### config.mk
export PLATFORM = sky130hd
export DESIGN_NAME = axis_master_pkt
export DESIGN_NICKNAME = d
export VERILOG_FILES = /design/src/rtl/axis_master_pkt.sv
export SDC_FILE = /design/constraint.sdc
export NUM_CORES = 1
export LEC_CHECK = 0
export CAP_MARGIN = 25
export CORE_ASPECT_RATIO = 0.5
export CORE_MARGIN = 1
export CORE_UTILIZATION = 25
export CTS_CLUSTER_SIZE = 14
export DETAILED_ROUTE_END_ITERATION = 6
export SLEW_MARGIN = 20
export SYNTH_ARGS = -nofsm -noshare
export SYNTH_HDL_FRONTEND = slang
export SYNTH_SLANG_ARGS = --single-unit
### constraint.sdc
create_clock -name axi_aclk -period 3.93 [get_ports axi_aclk]
set_input_delay 0.786 -clock axi_aclk [delete_from_list [all_inputs] [get_ports axi_aclk]]
set_output_delay 0.786 -clock axi_aclk [all_outputs]
set_load 0.1 [all_outputs]
### src/rtl/axis_master_pkt.sv
// Packet-aware AXI-Stream master: backend beats pass through an FWFT FIFO onto AXIS.
// TLAST comes from bk_last or from a per-packet beat count. Stall watchdog and done pulse go back to the backend.
module axis_master_pkt #(
    parameter int DATA_WIDTH  = 32,
    parameter int USER_WIDTH  = 2,
    parameter int FIFO_DEPTH  = 8,
    parameter int RDY_TIMEOUT = 5
) (
    input  logic                          axi_aclk,
    input  logic                          axi_aresetn,
    input  logic                          bk_valid,
    output logic                          bk_ready,
    input  logic [DATA_WIDTH-1:0]         bk_data,
    input  logic [DATA_WIDTH/8-1:0]       bk_tstrb,
    input  logic [DATA_WIDTH/8-1:0]       bk_tkeep,
    input  logic [USER_WIDTH-1:0]         bk_user,
    input  logic                          bk_last,
    input  logic                          cfg_auto_last,
    input  logic [7:0]                    cfg_pkt_len,
    input  logic                          flush,
    output logic                          bk_nordy,
    output logic                          bk_done,
    output logic [$clog2(FIFO_DEPTH):0]   fifo_level,
    output logic                          axis_tvalid,
    output logic [DATA_WIDTH-1:0]         axis_tdata,
    output logic [DATA_WIDTH/8-1:0]       axis_tstrb,
    output logic [DATA_WIDTH/8-1:0]       axis_tkeep,
    output logic [USER_WIDTH-1:0]         axis_tuser,
    output logic                          axis_tlast,
    input  logic                          axis_tready
);

    localparam int KW = DATA_WIDTH / 8;
    localparam int AW = $clog2(FIFO_DEPTH);
    localparam int LW = AW + 1;
    localparam int EW = DATA_WIDTH + 2 * KW + USER_WIDTH + 1;

    typedef enum logic [0:0] {
        ST_IDLE   = 1'b0,
        ST_STREAM = 1'b1
    } state_t;

    // Index of the final beat of an auto-mode packet; a length of 0 behaves as 1.
    function automatic logic [7:0] last_index(input logic [7:0] len);
        if (len == 8'd0) begin
            last_index = 8'd0;
        end else begin
            last_index = len - 8'd1;
        end
    endfunction

    logic [EW-1:0] mem_q [FIFO_DEPTH];
    logic [AW-1:0] wr_ptr_q, wr_ptr_d;
    logic [AW-1:0] rd_ptr_q, rd_ptr_d;
    logic [LW-1:0] level_q, level_d;
    logic [7:0]    wr_beat_q, wr_beat_d;
    logic [7:0]    stall_q, stall_d;
    state_t        state_q, state_d;
    logic          nordy_q, nordy_d;
    logic          done_q, done_d;

    logic          wr_en_s;
    logic          rd_en_s;
    logic          last_s;
    logic [EW-1:0] wr_entry_s;
    logic [EW-1:0] head_s;

    assign bk_ready    = (level_q < LW'(FIFO_DEPTH));
    assign axis_tvalid = (level_q != LW'(0));
    assign wr_en_s     = bk_valid && bk_ready;
    assign rd_en_s     = axis_tvalid && axis_tready;
    assign last_s      = cfg_auto_last ? (wr_beat_q == last_index(cfg_pkt_len)) : bk_last;
    assign wr_entry_s  = {bk_data, bk_tstrb, bk_tkeep, bk_user, last_s};
    assign head_s      = mem_q[rd_ptr_q];

    assign axis_tdata  = head_s[EW-1 -: DATA_WIDTH];
    assign axis_tstrb  = head_s[EW-1-DATA_WIDTH -: KW];
    assign axis_tkeep  = head_s[EW-1-DATA_WIDTH-KW -: KW];
    assign axis_tuser  = head_s[USER_WIDTH:1];
    assign axis_tlast  = head_s[0];
    assign fifo_level  = level_q;
    assign bk_nordy    = nordy_q;
    assign bk_done     = done_q;

    // FIFO storage; cleared on reset so the idle head presents zeros.
    always_ff @(posedge axi_aclk or negedge axi_aresetn) begin
        if (!axi_aresetn) begin
            for (int i = 0; i < FIFO_DEPTH; i++) begin
                mem_q[i] <= '0;
            end
        end else if (wr_en_s && !flush) begin
            mem_q[wr_ptr_q] <= wr_entry_s;
        end
    end

    // Pointer, occupancy and packet beat bookkeeping; flush overrides any transfer.
    always_comb begin
        wr_ptr_d  = wr_ptr_q;
        rd_ptr_d  = rd_ptr_q;
        level_d   = level_q;
        wr_beat_d = wr_beat_q;
        if (flush) begin
            wr_ptr_d  = '0;
            rd_ptr_d  = '0;
            level_d   = '0;
            wr_beat_d = 8'd0;
        end else begin
            if (wr_en_s) begin
                wr_ptr_d = wr_ptr_q + AW'(1);
                if (last_s) begin
                    wr_beat_d = 8'd0;
                end else begin
                    wr_beat_d = wr_beat_q + 8'd1;
                end
            end else begin
                wr_ptr_d = wr_ptr_q;
            end
            if (rd_en_s) begin
                rd_ptr_d = rd_ptr_q + AW'(1);
            end else begin
                rd_ptr_d = rd_ptr_q;
            end
            case ({wr_en_s, rd_en_s})
                2'b10:   level_d = level_q + LW'(1);
                2'b01:   level_d = level_q - LW'(1);
                default: level_d = level_q;
            endcase
        end
    end

    // Packet-tracking FSM, stall watchdog and completion pulse.
    always_comb begin
        state_d = state_q;
        stall_d = stall_q;
        done_d  = 1'b0;
        if (flush) begin
            state_d = ST_IDLE;
            stall_d = 8'd0;
        end else begin
            done_d = rd_en_s && axis_tlast;
            case (state_q)
                ST_IDLE: begin
                    if (axis_tvalid) begin
                        state_d = ST_STREAM;
                    end else begin
                        state_d = ST_IDLE;
                    end
                end
                ST_STREAM: begin
                    if (rd_en_s && axis_tlast && (level_d == LW'(0))) begin
                        state_d = ST_IDLE;
                    end else begin
                        state_d = ST_STREAM;
                    end
                end
                default: state_d = ST_IDLE;
            endcase
            // Only stalls seen while streaming count towards the watchdog.
            if (rd_en_s || (state_q == ST_IDLE)) begin
                stall_d = 8'd0;
            end else if (axis_tvalid && !axis_tready && (stall_q != 8'hFF)) begin
                stall_d = stall_q + 8'd1;
            end else begin
                stall_d = stall_q;
            end
        end
        nordy_d = (stall_d >= 8'(RDY_TIMEOUT));
    end

    // Control state registers.
    always_ff @(posedge axi_aclk or negedge axi_aresetn) begin
        if (!axi_aresetn) begin
            wr_ptr_q  <= '0;
            rd_ptr_q  <= '0;
            level_q   <= '0;
            wr_beat_q <= 8'd0;
            stall_q   <= 8'd0;
            state_q   <= ST_IDLE;
            nordy_q   <= 1'b0;
            done_q    <= 1'b0;
        end else begin
            wr_ptr_q  <= wr_ptr_d;
            rd_ptr_q  <= rd_ptr_d;
            level_q   <= level_d;
            wr_beat_q <= wr_beat_d;
            stall_q   <= stall_d;
            state_q   <= state_d;
            nordy_q   <= nordy_d;
            done_q    <= done_d;
        end
    end

endmodule

==> summary.txt <==
Worst setup path
  • WP data required: 3.14 ns
  • Crit path buf inv count: 2
  • Crit-path max cell delay: between 0.7 and 0.8 ns
  • Setup CP Type: reg -> out
  • Crit end category: primary output
  • Worst R2R Path Depth: 11
  • CP max stage cell: dfrtp_4
  • Setup crit start kind: register
  • Crit path arrival time: between 2 and 3 ns
  • CP delay by family, top: multiplexers
  • Crit path cell chain: buf_4 > mux4_2 > mux2_2 > buf_4
  • Critical path depth in cells: 4
  • Crit-path most repeated cell: buf_4
  • Maximum fanout along the worst path: 22

Yosys
  • Synth top area cells: dfrtp_1 (54%), mux2_2 (25%), mux4_2 (11%)
  • Syn Area/Cell: about 15 µm²
  • Post-Synthesis Cells: around 1,100
  • Synth area leader: dfrtp_1
  • Syn nets: between 1,000 and 1,500
  • FFs w/ async S/R, synth: 100%
  • Top_reg_cell synth: dfrtp_1
  • Post-synth top cells: mux2_2 (379), dfrtp_1 (373), mux4_2 (86)
  • Yosys warns: 0
  • Synthesized area: between 0.015 and 0.02 mm²
  • Top-area cell type share of the netlist area: ~54%
  • Number of flops mapped to enable cells by yosys: 0
  • Count leader, synth: mux2_2
  • Synth unique cells: 56
  • Flops & latches, synth: 373
  • Sequential element share of the synthesized area: 54.1%

Cells and area
  • # nets final: 1,296
  • Non-filler cells, final: roughly 2,200
  • Layout area overhead: 20.9%
  • Fin util: between 30% and 40%
  • Layout cells sized above 1: between 40% and 50%
  • Final non-filler cell area: around 0.021 mm²

STA
  • Final setup viols: 0
  • Unrepaired setup endpoints after global routing: false
  • Setup tns final: 0 ns
  • Least-Margin Pin Slew: ~0.97 ns
  • Slew headroom: 34.9%
  • Clk_skew: between 0.009 and 0.01 ns
  • Max-slew violations: 0
  • Max Freq: 0.280 GHz
  • Fin crit period: between 3 and 4 ns
  • Final Cycle Share: 90.8%
  • Final hold viol count: 0

Power
  • Net Sw Frac: between 30% and 40%
  • Clock share of power: 24.8%
  • P per Cell Area: just over 700 mW/mm²
  • Sequential power share: between 30% and 40%
  • Internal power: between 9 and 10 mW
  • Comb pwr share: between 40% and 50%
  • Pwr Total: about 15 mW
  • Leak: slightly above 9 nW
  • Max VDD drop: between 0.0004 and 0.0005 V
  • Psw: ~5.8 mW

GRT
  • Vias in the first global route: around 11,000
  • First-pass GRT wire length: roughly 63,000 µm
  • Grt total ovfl: 0
  • Initial antenna violation count: 1
  • Total GRT Usage: between 10% and 20%
  • Largest net degree at the start of global routing: 82

Floorplan
  • Die X-Extent: between 300 and 400 µm
  • # IOs: 108
  • Die H: 188 µm
  • Die area: between 0.07 and 0.08 mm²
  • Initial Util: 25.5%
  • Core Box Area: a little under 0.07 mm²
  • Row count: 67

Place
  • Placed Cells: 2,085
  • Gpl congestion: 0.744
  • Placed cell areas: about 0.02 mm²
  • IO Port Bufs: roughly 110
  • DP HPWL: around 23,000 µm

Job
  • Max-cap violations: 0

Route
  • Routed wire per std cell: around 18 µm
  • DRT Wirelength: ~39,000 µm
  • Via count: about 10,000
  • Number of DRC markers in iteration 0: 420
  • Drt pass-1 iters: 4
  • Vias per cell: around 4.6
  • Drt drc: 0
  • ANT nets after route: 0

Outcome
  • Status: complete, no violations

Clock tree
  • Worst-Skew Late Latency: around 0.53 ns
  • CTS max path bufs: 3
  • Cts hold-fix bufs: 0
  • Clock root buffer master: clkbuf_16
  • Post-CTS setup buffers: 0
  • CTS tree: done
  • Clk slew on worst S/H paths: around 0.060 ns
  • Cts bufs inserted: 41
  • CTS resizes: 0
  • H-tree levels: 2
  • Clk sinks: 373

Min path
  • HP Class: in -> async
## registers in the layout, summed over array words and instances, names as in the netlist
signal	cells
mem_q	344
stall_q	8
wr_beat_q	8
fifo_level	4
rd_ptr_q	3
wr_ptr_q	3
bk_done	1
bk_nordy	1
state_q	1
## through the flow
stage	setup slack, ns	hold WS, ns
CTS	0.290	0.248
global placement	0.360	0.459
floorplan	0.0836	0.445
global route	0.191	0.272
detailed placement	0.307	0.470
finish	0.361	0.233
## area by class of cell
class                      count  area, µm²
antenna                        1       2.50
clock buffer                  60       1170
clock inverter                 9        124
fill                        6702      46700
inverter                      10       41.3
multi-input combinational    666       7600
sequential                   373       9350
tap                          897       1120
timing repair buffer         139       1440
## worst reg2reg max path, cell delays in order, from the launching register on
cell	delay [ns]
dfrtp_2	0.49
nor4_4	0.41
clkinvlp_4	0.21
and2_1	0.30
ha_1	0.32
xor2_1	0.18
ha_1	0.28
mux2i_1	0.12
nor2_1	0.07
nor4b_1	0.32
nand2_1	0.09
o221a_2	0.22
## power groups by stage
stage                     combinational (mW)  sequential (mW)  clock [mW]
final                                   6.10             5.18        3.72
after global routing                    6.38             5.29        3.99
after CTS                               6.19             5.18        3.85
after detailed placement                6.18             5.24           0
after global placement                  6.14             5.21           0
after floorplan                         4.74             5.09           0
## logic make-up after synthesis
kind of cell	count (synthesis)	synth area share, %
AO/OA/AOI/OAI	52	2.24
flip-flops	373	54.1
adder cells (fa/ha/maj)	8	0.581
AND/OR/NAND/NOR	115	3.62
multiplexers	470	36.3
XOR/XNOR	21	1.07
buffers and inverters	84	2.08
## cells in the final DEF (no fill, tap or decap), types with 4 or more instances in the layout
| cell type | n |
|---|---|
| mux2_2 | 379 |
| dfrtp_1 | 367 |
| mux4_2 | 86 |
| clkdlybuf4s50_1 | 62 |
| buf_4 | 57 |
| clkbuf_16 | 41 |
| nor2_1 | 28 |
| nand2_1 | 19 |
| buf_12 | 19 |
| nor3_1 | 14 |
| o21ai_0 | 12 |
| clkbuf_1 | 12 |
| xor2_1 | 11 |
| a21oi_1 | 11 |
| xnor2_1 | 10 |
| inv_1 | 9 |
| ha_1 | 8 |
| nand3_1 | 7 |
| clkbuf_8 | 7 |
| mux2i_1 | 5 |
| nand4_1 | 5 |
| a32o_1 | 5 |
| nand3b_1 | 4 |
| nor2b_1 | 4 |
| and3_1 | 4 |
| dfrtp_2 | 4 |
## per-layer routing
metal / vias up / GRT usage, % / routed length, µm
li1: 4427 / - / -
met1: 5294 / 14.6 / 17300
met2: 112 / 19.6 / 19600
met3: 62 / 1.58 / 978
met4: 0 / 3.24 / 894
met5: - / 0 / 0
## worst paths after layout
kind                                from        endpoint  slack [ns]
max                          rd_ptr_q[0]  axis_tdata[17]        0.36
min                          axi_aresetn      mem_q[159]        0.23
max reg2reg                fifo_level[3]         state_q        0.81
min reg2reg                   mem_q[215]      mem_q[215]        0.48
max in group asynchronous    axi_aresetn       mem_q[94]        2.62
min in group axi_aclk         mem_q[215]      mem_q[215]        0.48
No activity file was read; power rests on OpenSTA's default activity.
